`src/rtl/sauria_demo_pkg.sv`:
```
// Shared definitions for the SAURIA demo integration: AXI4-Lite response
// codes and protection attributes used by the configuration bridges.
package sauria_demo_pkg;

   localparam logic [1:0] AxiRespOkay   = 2'b00;
   localparam logic [1:0] AxiRespExOkay = 2'b01;
   localparam logic [1:0] AxiRespSlvErr = 2'b10;
   localparam logic [1:0] AxiRespDecErr = 2'b11;

   localparam logic [2:0] AxiProtDefault = 3'b000;

   // SLVERR and DECERR both map onto the single register-interface error bit.
   function automatic logic axi_resp_is_err(input logic [1:0] resp);
      logic is_err;
      case (resp)
         AxiRespSlvErr, AxiRespDecErr: is_err = 1'b1;
         AxiRespOkay, AxiRespExOkay:   is_err = 1'b0;
         default:                      is_err = 1'b0;
      endcase
      return is_err;
   endfunction

endpackage

```
`src/rtl/sauria_reg_to_axil.sv`:
```
// Register-interface to AXI4-Lite bridge: latches one request, replays it as a
// single AXI-Lite write or read, and returns the response as a one-cycle pulse.
module sauria_reg_to_axil
   import sauria_demo_pkg::*;
#(
   parameter int unsigned          AddrWidth = 32,
   parameter int unsigned          DataWidth = 32,
   parameter logic [AddrWidth-1:0] AddrMask  = 32'h0000_FFFF
) (
   input  logic                   clk_i,
   input  logic                   rst_i,

   input  logic                   reg_valid_i,
   input  logic                   reg_write_i,
   input  logic [AddrWidth-1:0]   reg_addr_i,
   input  logic [DataWidth-1:0]   reg_wdata_i,
   input  logic [DataWidth/8-1:0] reg_wstrb_i,
   output logic                   reg_ready_o,
   output logic [DataWidth-1:0]   reg_rdata_o,
   output logic                   reg_error_o,

   output logic                   axil_aw_valid_o,
   input  logic                   axil_aw_ready_i,
   output logic [AddrWidth-1:0]   axil_aw_addr_o,
   output logic [2:0]             axil_aw_prot_o,

   output logic                   axil_w_valid_o,
   input  logic                   axil_w_ready_i,
   output logic [DataWidth-1:0]   axil_w_data_o,
   output logic [DataWidth/8-1:0] axil_w_strb_o,

   input  logic                   axil_b_valid_i,
   output logic                   axil_b_ready_o,
   input  logic [1:0]             axil_b_resp_i,

   output logic                   axil_ar_valid_o,
   input  logic                   axil_ar_ready_i,
   output logic [AddrWidth-1:0]   axil_ar_addr_o,
   output logic [2:0]             axil_ar_prot_o,

   input  logic                   axil_r_valid_i,
   output logic                   axil_r_ready_o,
   input  logic [DataWidth-1:0]   axil_r_data_i,
   input  logic [1:0]             axil_r_resp_i
);

   typedef enum logic [2:0] {
      Idle   = 3'd0,
      WrReq  = 3'd1,
      WrResp = 3'd2,
      RdReq  = 3'd3,
      RdResp = 3'd4,
      Done   = 3'd5
   } sauria_reg_to_axil_state_e;

   sauria_reg_to_axil_state_e state_q;

   logic [AddrWidth-1:0]   addr_q;
   logic [DataWidth-1:0]   wdata_q;
   logic [DataWidth/8-1:0] wstrb_q;
   logic [DataWidth-1:0]   rdata_q;
   logic                   error_q;
   logic                   aw_pend_q;
   logic                   w_pend_q;
   logic                   ar_pend_q;

   // A pending flag survives this cycle only if its handshake does not complete now.
   logic aw_pend_next;
   logic w_pend_next;

   always_comb begin
      aw_pend_next = aw_pend_q && !axil_aw_ready_i;
      w_pend_next  = w_pend_q && !axil_w_ready_i;
   end

   always_ff @(posedge clk_i) begin
      if (rst_i) begin
         state_q   <= Idle;
         addr_q    <= '0;
         wdata_q   <= '0;
         wstrb_q   <= '0;
         rdata_q   <= '0;
         error_q   <= 1'b0;
         aw_pend_q <= 1'b0;
         w_pend_q  <= 1'b0;
         ar_pend_q <= 1'b0;
      end else begin
         case (state_q)
            Idle: begin
               if (reg_valid_i) begin
                  addr_q    <= reg_addr_i & AddrMask;
                  wdata_q   <= reg_wdata_i;
                  wstrb_q   <= reg_wstrb_i;
                  aw_pend_q <= reg_write_i;
                  w_pend_q  <= reg_write_i;
                  ar_pend_q <= !reg_write_i;
                  state_q   <= reg_write_i ? WrReq : RdReq;
               end
            end
            WrReq: begin
               aw_pend_q <= aw_pend_next;
               w_pend_q  <= w_pend_next;
               if (!aw_pend_next && !w_pend_next) begin
                  state_q <= WrResp;
               end
            end
            WrResp: begin
               if (axil_b_valid_i) begin
                  rdata_q <= '0;
                  error_q <= axi_resp_is_err(axil_b_resp_i);
                  state_q <= Done;
               end
            end
            RdReq: begin
               if (axil_ar_ready_i) begin
                  ar_pend_q <= 1'b0;
                  state_q   <= RdResp;
               end
            end
            RdResp: begin
               if (axil_r_valid_i) begin
                  rdata_q <= axil_r_data_i;
                  error_q <= axi_resp_is_err(axil_r_resp_i);
                  state_q <= Done;
               end
            end
            Done: begin
               state_q <= Idle;
            end
            default: begin
               state_q <= Idle;
            end
         endcase
      end
   end

   // Every output is a register or a decode of state, so no input-to-output paths exist.
   always_comb begin
      reg_ready_o     = (state_q == Done);
      reg_rdata_o     = rdata_q;
      reg_error_o     = error_q;

      axil_aw_valid_o = (state_q == WrReq) && aw_pend_q;
      axil_aw_addr_o  = addr_q;
      axil_aw_prot_o  = AxiProtDefault;

      axil_w_valid_o  = (state_q == WrReq) && w_pend_q;
      axil_w_data_o   = wdata_q;
      axil_w_strb_o   = wstrb_q;

      axil_b_ready_o  = (state_q == WrResp);

      axil_ar_valid_o = (state_q == RdReq) && ar_pend_q;
      axil_ar_addr_o  = addr_q;
      axil_ar_prot_o  = AxiProtDefault;

      axil_r_ready_o  = (state_q == RdResp);
   end

endmodule
```
`config.mk`:
```
export PLATFORM = sky130hd
export DESIGN_NAME = sauria_reg_to_axil
export DESIGN_NICKNAME = d
export VERILOG_FILES = /design/src/rtl/sauria_demo_pkg.sv /design/src/rtl/sauria_reg_to_axil.sv
export SDC_FILE = /design/constraint.sdc
export NUM_CORES = 1
export LEC_CHECK = 0
export ABC_AREA = 1
export CORE_ASPECT_RATIO = 1.5
export CORE_MARGIN = 4
export CORE_UTILIZATION = 38
export CTS_CLUSTER_SIZE = 20
export DETAILED_ROUTE_END_ITERATION = 8
export PLACE_DENSITY = 0.91
export SKIP_CTS_REPAIR_TIMING = 1
export SLEW_MARGIN = 10
export SYNTH_ARGS = -nofsm -noshare
export SYNTH_HDL_FRONTEND = slang
export SYNTH_SLANG_ARGS = --single-unit
```
`constraint.sdc`:
```
create_clock -name clk_i -period 2.8 [get_ports clk_i]
set_input_delay 0.56 -clock clk_i [delete_from_list [all_inputs] [get_ports clk_i]]
set_output_delay 0.56 -clock clk_i [all_outputs]
set_load 0.01 [all_outputs]
```
==> results.md, run 1 <==
* Core Area at 9740 um2
* Clk root buf: clkbuf_16
* Pin count of the biggest net entering global routing at 58
* Die width at 89.8 um
* Vias in the first global route at 3,541
* Compound-cell area share of the yosys netlist at 12.1%
* Fill cells at 837
* Worst reg-to-reg setup slack at 840 ps
* Antenna violations before repair at 0
* 1st-iter DRT viols at 136
* Pwr dens at 804 nW/um2
* Crit-path cells: inv_2 -> nand2_1 -> nor2_1 -> inv_1 -> nor2_1 -> clkdlybuf4s50_1
* I/O pin count at 258
* Worst setup SP type: register
* Setup-failing EPs final at 0
* Final Cycle Share at 84.7%
* CP max FO at 6
* Worst hold slack at 460 ps
* DR WL met3 at 849 um
* Worst stage delay on the critical path at 570 ps
* Final nets at 787
* Post-Syn Instances at 503
* Hold Crit Class: reg -> reg
* Clk buf depth at 2
* CTS Sinks at 91
* Arrival time worst endpoint at 1810 ps
* CTS tree: yes
* Sequential-to-total area share from yosys stat at 47.8%
* Min cycle time layout at 2370 ps
* HPWL after detailed placement at 8280 um
* Syn. warnings at 0
* Yosys reg bits at 91
* Mapped Area at 3810 um2
* Placement Cell Area at 5570 um2
* Worst Setup End Kind: output pin
* Design area at 5860 um2
* Vias after detailed routing at 3,647
* Max layer used: met4
* TritonRoute pass-1 iters at 6
* WS Path Type: reg -> out
* FMAX at 422 MHz
* Total global routing overflow at 0
* Slew HR at 42.8%
* Routed wire length at 10,800 um
* Global-route wire length before repair at 16,600 um
* Largest family of logic cells by synthesized area: simple AND/OR/NAND/NOR gates
* Mux contribution to synthesized area at 0%
* # rows at 44
* Final Skew at 7.33 ps
* Slowest cell on crit path: clkdlybuf4s50_1
* Starting Density at 39.1%
* CTS clk-pin slew, worst paths at 60 ps
* Static Leak at 2.23 nW
* Yosys cell types at 22
* Number of nets with antenna violations after routing at 0
* Most frequent cell on the critical path: nor2_1
* Max Cap Violations at 0
* Max-slew violations at 0
* WL met1 at 3960 um
* Met2 wire len at 5640 um
* CTS H-tree depth at 3
* Peak VDD IR at 0.570 mV
* Area grow syn2layout at 53.7%
* Total CTS buffers at 9
* RSZ-0062 raised after global routing: false
* Routed len/inst at 13.6 um
* Share of cells above drive strength 1 at 5.15%
* Via-to-Cell Ratio at 4.59
* Die area at 11,700 um2
* Util after Layout at 60.1%
* Die height at 131 um
* Final RePlAce weighted congestion at 0.826
* Overall fraction of global-route tracks in use at 17.6%
* Number of I/O port buffers at 201
* Worst Tran Pin Value at 857 ps
* Simple-Gate Fraction of Synth Area at 23.1%
* Drc violations at 0
* Post-Synth Adder-Cell Area at 0%
* Latest clock arrival within the worst-skew pair at 330 ps
* FF+latch area at 1820 um2
* Final hold vios at 0
* CP top delay family: buffers and inverters
* WP buf/inv at 3
* Multi-input combinational cell area at 1480 um2
* # diodes at 0
* XOR/XNOR Fraction of Synth Area at 0%
* Outcome: complete, no violations
* Pwr Total at 0.00471 W
* Syn Area/Cell at 7.58 um2
* Setup TNS at 0 ps
* CP required at 2240 ps
-- final timing paths --
check / cells after the start / start / end
setup / recovery: 6 / state_q[1] / axil_aw_valid_o
hold / removal: 2 / axil_w_data_o[26] / axil_w_data_o[26]
setup reg to reg: 7 / state_q[2] / aw_pend_q
hold reg to reg: 2 / axil_w_data_o[26] / axil_w_data_o[26]
-- layout make-up --
class                      instances  share of cell area, %
clock buffer                      12                   4.04
timing repair buffer             204                   34.8
tap                              115                   2.46
clock inverter                     4                  0.876
inverter                          21                   1.39
multi-input combinational        347                   25.3
sequential                        91                   31.1
-- power breakdown --
part | switching [W] | internal, W
clock network | 0.000478 | 0.000693
logic | 0.00100 | 0.000839
registers | 0.000163 | 0.00154
total | 0.00164 | 0.00307
-- cells in the mapped netlist --
library cell | instances | area share [%]
nor2_1 | 13 | 1.3
nor3_1 | 2 | 0.26
clkbuf_1 | 9 | 0.89
nand3b_1 | 1 | 0.20
nor2_4 | 3 | 0.89
nand3_1 | 3 | 0.39
nand2_1 | 184 | 18
o21ai_0 | 2 | 0.26
nor2_2 | 1 | 0.16
buf_4 | 61 | 12
nand2_2 | 8 | 1.3
nor3b_1 | 1 | 0.20
buf_6 | 3 | 0.89
a21oi_1 | 90 | 12
dfxtp_1 | 91 | 48
conb_1 | 1 | 0.098
inv_1 | 16 | 1.6
buf_2 | 7 | 0.92
buf_1 | 1 | 0.098
inv_4 | 1 | 0.16
nand3_2 | 1 | 0.26
inv_2 | 4 | 0.39
-- cell families after synthesis --
group	count (synthesis)
other	1
buffers and inverters	102
AO/OA/AOI/OAI	92
AND/OR/NAND/NOR	217
flip-flops	91
-- placed cells by master, fill, tap and decap left out --
master	n
buf_2	1
buf_4	2
nand3_1	3
nor3b_1	1
clkdlybuf4s50_1	200
clkinv_2	1
bufinv_16	1
conb_1	38
clkbuf_1	3
inv_4	1
clkbuf_16	9
clkinv_4	1
nor2_2	1
clkinvlp_4	1
nand3b_1	1
inv_1	16
nand3_2	1
a21oi_1	90
nor2_1	13
dfxtp_1	91
nor2_4	3
nand2_2	8
o21ai_0	2
buf_12	1
nor3_1	2
nand2_1	184
inv_2	4
-- worst min-delay path, cell delays in order, from the launching register on --
cell and delay [ps]:
dfxtp_1 310, nand2_1 60, a21oi_1 50
-- metal layers --
metal | global-route usage (%) | vias up
met4 | 9.12 | 0
li1 | - | 1826
met2 | 32.5 | 176
met3 | 4.70 | 25
met5 | 0 | -
met1 | 18.4 | 1620
-- registers in the layout, summed over array words and instances, names as in the netlist --
signal,count
ar_pend_q,1
aw_pend_q,1
axil_ar_addr_o,16
axil_w_data_o,32
axil_w_strb_o,4
reg_error_o,1
reg_rdata_o,32
state_q,3
w_pend_q,1
-- stage by stage --
step,std cells,setup slack (ps)
final,794,429
after global routing,794,259
after CTS,794,397
after detailed placement,778,579
after global placement,778,565
after floorplan,540,1370
Note: power is estimated with default switching activity, not from simulation.
==> run 2, diff against run 1 <==
--- a/config.mk
+++ b/config.mk
@@ -8,10 +8,10 @@
 export ABC_AREA = 1
 export CORE_ASPECT_RATIO = 1.5
 export CORE_MARGIN = 4
-export CORE_UTILIZATION = 38
+export CORE_UTILIZATION = 36
 export CTS_CLUSTER_SIZE = 20
 export DETAILED_ROUTE_END_ITERATION = 8
-export PLACE_DENSITY = 0.91
+export PLACE_DENSITY = 0.87
 export SKIP_CTS_REPAIR_TIMING = 1
 export SLEW_MARGIN = 10
 export SYNTH_ARGS = -nofsm -noshare
==> constraint.sdc (replaced) <==
create_clock -name clk_i -period 2.2 [get_ports clk_i]
set_input_delay 0.44 -clock clk_i [delete_from_list [all_inputs] [get_ports clk_i]]
set_output_delay 0.44 -clock clk_i [all_outputs]
set_load 0.01 [all_outputs]
==> results.md, run 2 (synthesized netlist as in run 1, its figures left out) <==
* Static Leak at 2.29 nW (was 2.23 nW)
* Outcome: complete, no violations (unchanged)
* Starting Density at 37.2% (was 39.1%)
* Latest clock arrival within the worst-skew pair at 330 ps (about the same)
* Worst hold slack at 460 ps (about the same)
* Slowest cell on crit path: clkdlybuf4s50_1 (unchanged)
* # rows at 45 (was 44)
* Pin count of the biggest net entering global routing at 92 (was 58)
* Fill cells at 930 (was 837)
* Routed wire length at 11,300 um (was 10,800 um)
* Max-slew violations at 0 (unchanged)
* Hold Crit Class: reg -> reg (unchanged)
* Die area at 12,300 um2 (was 11,700 um2)
* Share of cells above drive strength 1 at 5.75% (was 5.15%)
* HPWL after detailed placement at 8520 um (was 8280 um)
* Routed len/inst at 13.9 um (was 13.6 um)
* Number of I/O port buffers at 201 (unchanged)
* Hold path depth at 2 (unchanged)
* CP max FO at 5 (was 6)
* Switching power at 0.00213 W (was 0.00164 W)
* Clk buf depth at 2 (unchanged)
* Combinational power share at 37.6% (was 39.1%)
* Setup-failing EPs final at 0 (unchanged)
* Part of the power in registers at 34.6% (was 36.1%)
* Drc violations at 0 (unchanged)
* Die width at 92.0 um (was 89.8 um)
* RSZ-0062 raised after global routing: false (unchanged)
* Final Cycle Share at 96.7%
* Total CTS buffers at 9 (unchanged)
* WS Path Type: reg -> out (unchanged)
* Number of nets with antenna violations after routing at 0 (unchanged)
* Vias after detailed routing at 3,689 (was 3,647)
* CTS tree: yes (unchanged)
* Peak VDD IR at 0.449 mV (was 0.570 mV)
* Clock power frac at 27.8% (was 24.9%)
* Worst setup SP type: register (unchanged)
* Max Cap Violations at 0 (unchanged)
* Commonest non-fill, non-tap cells in the layout: clkdlybuf4s50_1, nand2_1, a21oi_1, dfxtp_1, conb_1 (was clkdlybuf4s50_1, nand2_1, dfxtp_1, a21oi_1, conb_1)
* CP required at 1760 ps (was 2240 ps)
* Worst Tran Pin Value at 512 ps (was 857 ps)
* Slew HR at 65.8% (was 42.8%)
* TritonRoute pass-1 iters at 4 (was 6)
* Total global routing overflow at 0 (unchanged)
* Final hold vios at 0 (unchanged)
* Reg2Reg Depth at 7 (unchanged)
* Pwr dens at 1060 nW/um2 (was 804 nW/um2)
* Clk root buf: clkbuf_16 (unchanged)
* Core Area at 10,200 um2 (was 9740 um2)
* Global-route wire length before repair at 17,600 um (was 16,600 um)
* 1st-iter DRT viols at 211 (was 136)
* Crit-path cells: nand2_1 -> nor3b_1 -> clkdlybuf4s50_1 (was inv_2 -> nand2_1 -> nor2_1 -> inv_1 -> nor2_1 -> clkdlybuf4s50_1)
* CTS H-tree depth at 3 (unchanged)
* Worst stage delay on the critical path at 590 ps (was 570 ps)
* I/O pin count at 258 (unchanged)
* Sw Ratio at 33.7% (was 34.8%)
* Final Skew at 4.74 ps (was 7.33 ps)
* Final RePlAce weighted congestion at 0.782 (was 0.826)
* Setup TNS at 0 ps (unchanged)
* CTS Sinks at 91 (unchanged)
* Overall fraction of global-route tracks in use at 17.8% (was 17.6%)
* Antenna violations before repair at 0 (unchanged)
* Area grow syn2layout at 56.5% (was 53.7%)
* Arrival time worst endpoint at 1690 ps (was 1810 ps)
* Final nets at 786 (was 787)
* Vias in the first global route at 3,723 (was 3,541)
* FMAX at 470 MHz
* Min cycle time layout at 2130 ps
* Die height at 134 um (was 131 um)
* Worst Setup End Kind: output pin (unchanged)
* Int Power at 0.00419 W (was 0.00307 W)
* CTS clk-pin slew, worst paths at 60 ps (about the same)
* Commonest non-fill, non-tap cell in the layout: clkdlybuf4s50_1 (unchanged)
* Via-to-Cell Ratio at 4.50 (was 4.59)
* # diodes at 0 (unchanged)
## run 2: cell types whose count changed in the layout (fill, tap and decap cells not counted), sizes merged
cell / change
bufinv: +2
buf: -1
clkinv: -2
clkdlybuf4s50: -2
dlymetal6s2s: +2
## run 2: per-stage QoR
step | instances | utilization [%] | worst slack (ps) | cell area [um2] | power [W]
2_1_floorplan | 540 | - | 890 | 3950 | 0.00370
3_3_place_gp | 803 | 54.7 | 51.2 | 5610 | 0.00451
3_5_place_dp | 803 | 54.7 | 64.9 | 5610 | 0.00459
4_1_cts | 819 | 58.1 | -83.2 | 5950 | 0.00638
5_1_grt | 819 | 58.2 | 12.3 | 5970 | 0.00669
6_report | 819 | 58.2 | 73.0 | 5970 | 0.00632
## run 2: power groups by stage
stage	clock network [W]	registers (W)	logic (W)
3_3_place_gp	0	0.00219	0.00232
3_5_place_dp	0	0.00221	0.00238
4_1_cts	0.00181	0.00218	0.00239
2_1_floorplan	0	0.00229	0.00141
5_1_grt	0.00187	0.00222	0.00260
6_report	0.00176	0.00219	0.00238
## run 2: final timing paths
path / from / slack [ps] / end
worst max-delay path: state_q[0] / 70 / axil_ar_valid_o
worst min-delay path: axil_w_data_o[9] / 460 / axil_w_data_o[9]
worst max register to register: state_q[0] / 610 / reg_rdata_o[28]
worst min register to register: axil_w_data_o[9] / 460 / axil_w_data_o[9]
## run 2: final cells by class
cell class	count	area, um2	share of cell area, %
Sequential cell	91	1820	30.6
Clock inverter	4	97.6	1.64
Tap cell	141	176	2.96
Clock buffer	12	246	4.13
Timing Repair Buffer	203	2050	34.4
Multi-Input combinational cell	347	1490	24.9
Inverter	21	83.8	1.41
## run 2: worst max-delay path, delay by kind of cell, from the launching register on
| family | cells | cell delay (ps) |
|---|---|---|
| and+or+nand+nor | 2 | 320 |
| buffers and inverters | 1 | 590 |
| DFF | 1 | 450 |
## run 2: per-layer routing
metal / global-route usage, % / up-vias / wire (um)
li1: - / 1819 / -
met2: 33.8 / 183 / 6100
met4: 8.68 / 0 / 349
met3: 4.43 / 22 / 833
met5: 0 / - / 0
met1: 17.7 / 1665 / 4060
==> run 3, diff against run 2 <==
--- a/config.mk
+++ b/config.mk
@@ -6,12 +6,13 @@
 export NUM_CORES = 1
 export LEC_CHECK = 0
 export ABC_AREA = 1
+export CAP_MARGIN = 20
 export CORE_ASPECT_RATIO = 1.5
 export CORE_MARGIN = 4
 export CORE_UTILIZATION = 36
 export CTS_CLUSTER_SIZE = 20
 export DETAILED_ROUTE_END_ITERATION = 8
-export PLACE_DENSITY = 0.87
+export PLACE_DENSITY_LB_ADDON = 0.1
 export SKIP_CTS_REPAIR_TIMING = 1
 export SLEW_MARGIN = 10
 export SYNTH_ARGS = -nofsm -noshare
==> results.md, run 3 (synthesized netlist as in run 1, its figures left out) <==
* Global-route wire length before repair at 17,100 um (was 17,600 um)
* CTS Sinks at 91 (unchanged)
* Latest clock arrival within the worst-skew pair at 330 ps (about the same)
* Vias after detailed routing at 3,594 (was 3,689)
* Worst reg-to-reg setup slack at 720 ps (was 610 ps)
* Routed wire length at 10,800 um (was 11,300 um)
* CP max FO at 4 (was 5)
* Max-slew violations at 0 (unchanged)
* Pin count of the biggest net entering global routing at 40 (was 92)
* CTS tree: yes (unchanged)
* Total global routing overflow at 0 (unchanged)
* Final nets at 790 (was 786)
* Crit. Startpoint: state_q[1] (was state_q[0])
* Slew HR at 55.3% (was 65.8%)
* Clk root buf: clkbuf_16 (unchanged)
* FF+latch area at 1820 um2 (unchanged)
* Drc violations at 0 (unchanged)
* Worst reg2reg path endpoint: axil_w_data_o[23] (was reg_rdata_o[28])
* Commonest non-fill, non-tap cell in the layout: clkdlybuf4s50_1 (unchanged)
* Worst Tran Pin Value at 671 ps (was 512 ps)
* Peak VDD IR at 0.588 mV (was 0.449 mV)
* Outcome: complete, no violations (unchanged)
* Reg2Reg Depth at 7 (unchanged)
* Overall fraction of global-route tracks in use at 17.3% (was 17.8%)
* CP required at 1760 ps (about the same)
* Commonest non-fill, non-tap cells in the layout: clkdlybuf4s50_1, nand2_1, a21oi_1, dfxtp_1, conb_1 (unchanged)
* Final RePlAce weighted congestion at 0.770 (was 0.782)
* Worst R2R Start: state_q[2] (was state_q[0])
* Core Area at 10,200 um2 (unchanged)
* Setup-failing EPs final at 0 (unchanged)
* Fill cells at 965 (was 930)
* 1st-iter DRT viols at 156 (was 211)
* Design area at 5970 um2 (about the same)
* HPWL after detailed placement at 8220 um (was 8520 um)
* RSZ-0062 raised after global routing: false (unchanged)
* Die area at 12,300 um2 (unchanged)
* Total CTS buffers at 9 (unchanged)
* Die height at 134 um (unchanged)
* Final Cycle Share at 95.9% (was 96.7%)
* Util after Layout at 58.2% (about the same)
* Number of nets with antenna violations after routing at 0 (unchanged)
* I/O pin count at 258 (unchanged)
* Hold Path End: reg_rdata_o[14] (was axil_w_data_o[9])
* Clk buf depth at 2 (unchanged)
* Vias in the first global route at 3,428 (was 3,723)
* Hold Crit Class: reg -> reg (unchanged)
* Final hold vios at 0 (unchanged)
* Min cycle time layout at 2110 ps (was 2130 ps)
* Routed len/inst at 13.1 um (was 13.9 um)
* Worst Setup End Kind: output pin (unchanged)
* Hold path start: reg_rdata_o[14] (was axil_w_data_o[9])
* Multi-input combinational cell area at 1480 um2 (was 1490 um2)
* # diodes at 0 (unchanged)
* Die width at 92.0 um (unchanged)
* Area grow syn2layout at 56.6% (was 56.5%)
* Worst setup SP type: register (unchanged)
* Arrival time worst endpoint at 1670 ps (was 1690 ps)
* CTS clk-pin slew, worst paths at 60 ps (about the same)
* Starting Density at 37.2% (unchanged)
* WS Path Type: reg -> out (unchanged)
* Hold path depth at 2 (unchanged)
* Antenna violations before repair at 0 (unchanged)
* FMAX at 474 MHz (was 470 MHz)
* Max Cap Violations at 0 (unchanged)
* Number of I/O port buffers at 201 (unchanged)
* Via-to-Cell Ratio at 4.37 (was 4.50)
* Placement Cell Area at 5660 um2 (was 5610 um2)
* TritonRoute pass-1 iters at 4 (unchanged)
* Final Skew at 7.01 ps (was 4.74 ps)
* Pwr dens at 1020 nW/um2 (was 1060 nW/um2)
* Pwr Total at 0.00608 W (was 0.00632 W)
* Share of cells above drive strength 1 at 6.01% (was 5.75%)
* # rows at 45 (unchanged)
* Static Leak at 2.29 nW (about the same)
* CTS H-tree depth at 3 (unchanged)
## run 3: cell types whose count changed in the layout (fill, tap and decap cells not counted), sizes merged
| cell | previous run | this run |
|---|---|---|
| bufinv | 3 | 1 |
| clkinv | 0 | 1 |
| buf | 3 | 7 |
| clkinvlp | 1 | 2 |
## run 3: area by class of cell
cell class,instances,area share [%]
timing repair buffer,207,35.3
sequential,91,30.6
multi-input combinational,347,24.8
clock buffer,12,4.13
tap,141,2.96
inverter,21,1.36
clock inverter,4,0.839
## run 3: worst max-delay path by stage
stage          depth (start not counted)              end  slack (ps)
6_report                               3  axil_ar_valid_o          90
5_1_grt                                3  axil_ar_valid_o          20
4_1_cts                                6  axil_aw_valid_o         -90
3_5_place_dp                           6   axil_w_valid_o         290
3_3_place_gp                           5   axil_w_valid_o         300
2_1_floorplan                          5  axil_aw_valid_o         890
## run 3: stage by stage
step                setup slack (ps)  std cells  TNS [ps]  hold WS (ps)
floorplan                        890        540         0           435
detailed placement               292        807         0           452
global placement                 301        807         0           447
global route                    20.7        823         0           481
CTS                            -93.1        823      -169           462
finish                          89.4        823         0           459
## run 3: critical path: stages (launching register included)
cell             delay [ps]
dfxtp_1                 440
nand2_1                 110
nor3b_1                 210
clkdlybuf4s50_1         590
## run 3: layer usage
metal	global-route usage [%]	up-vias	wire length (um)
li1	-	1828	-
met5	0	-	0
met4	7.52	0	274
met1	18.2	1595	4030
met3	6.29	19	953
met2	30.6	152	5540
## run 3: where the power goes
| group | total (W) | switching, W | internal (W) |
|---|---|---|---|
| logic | 0.00239 | 0.00128 | 0.00111 |
| registers | 0.00217 | 0.000207 | 0.00196 |
| clock network | 0.00153 | 0.000616 | 0.000911 |
| total | 0.00608 | 0.00210 | 0.00398 |
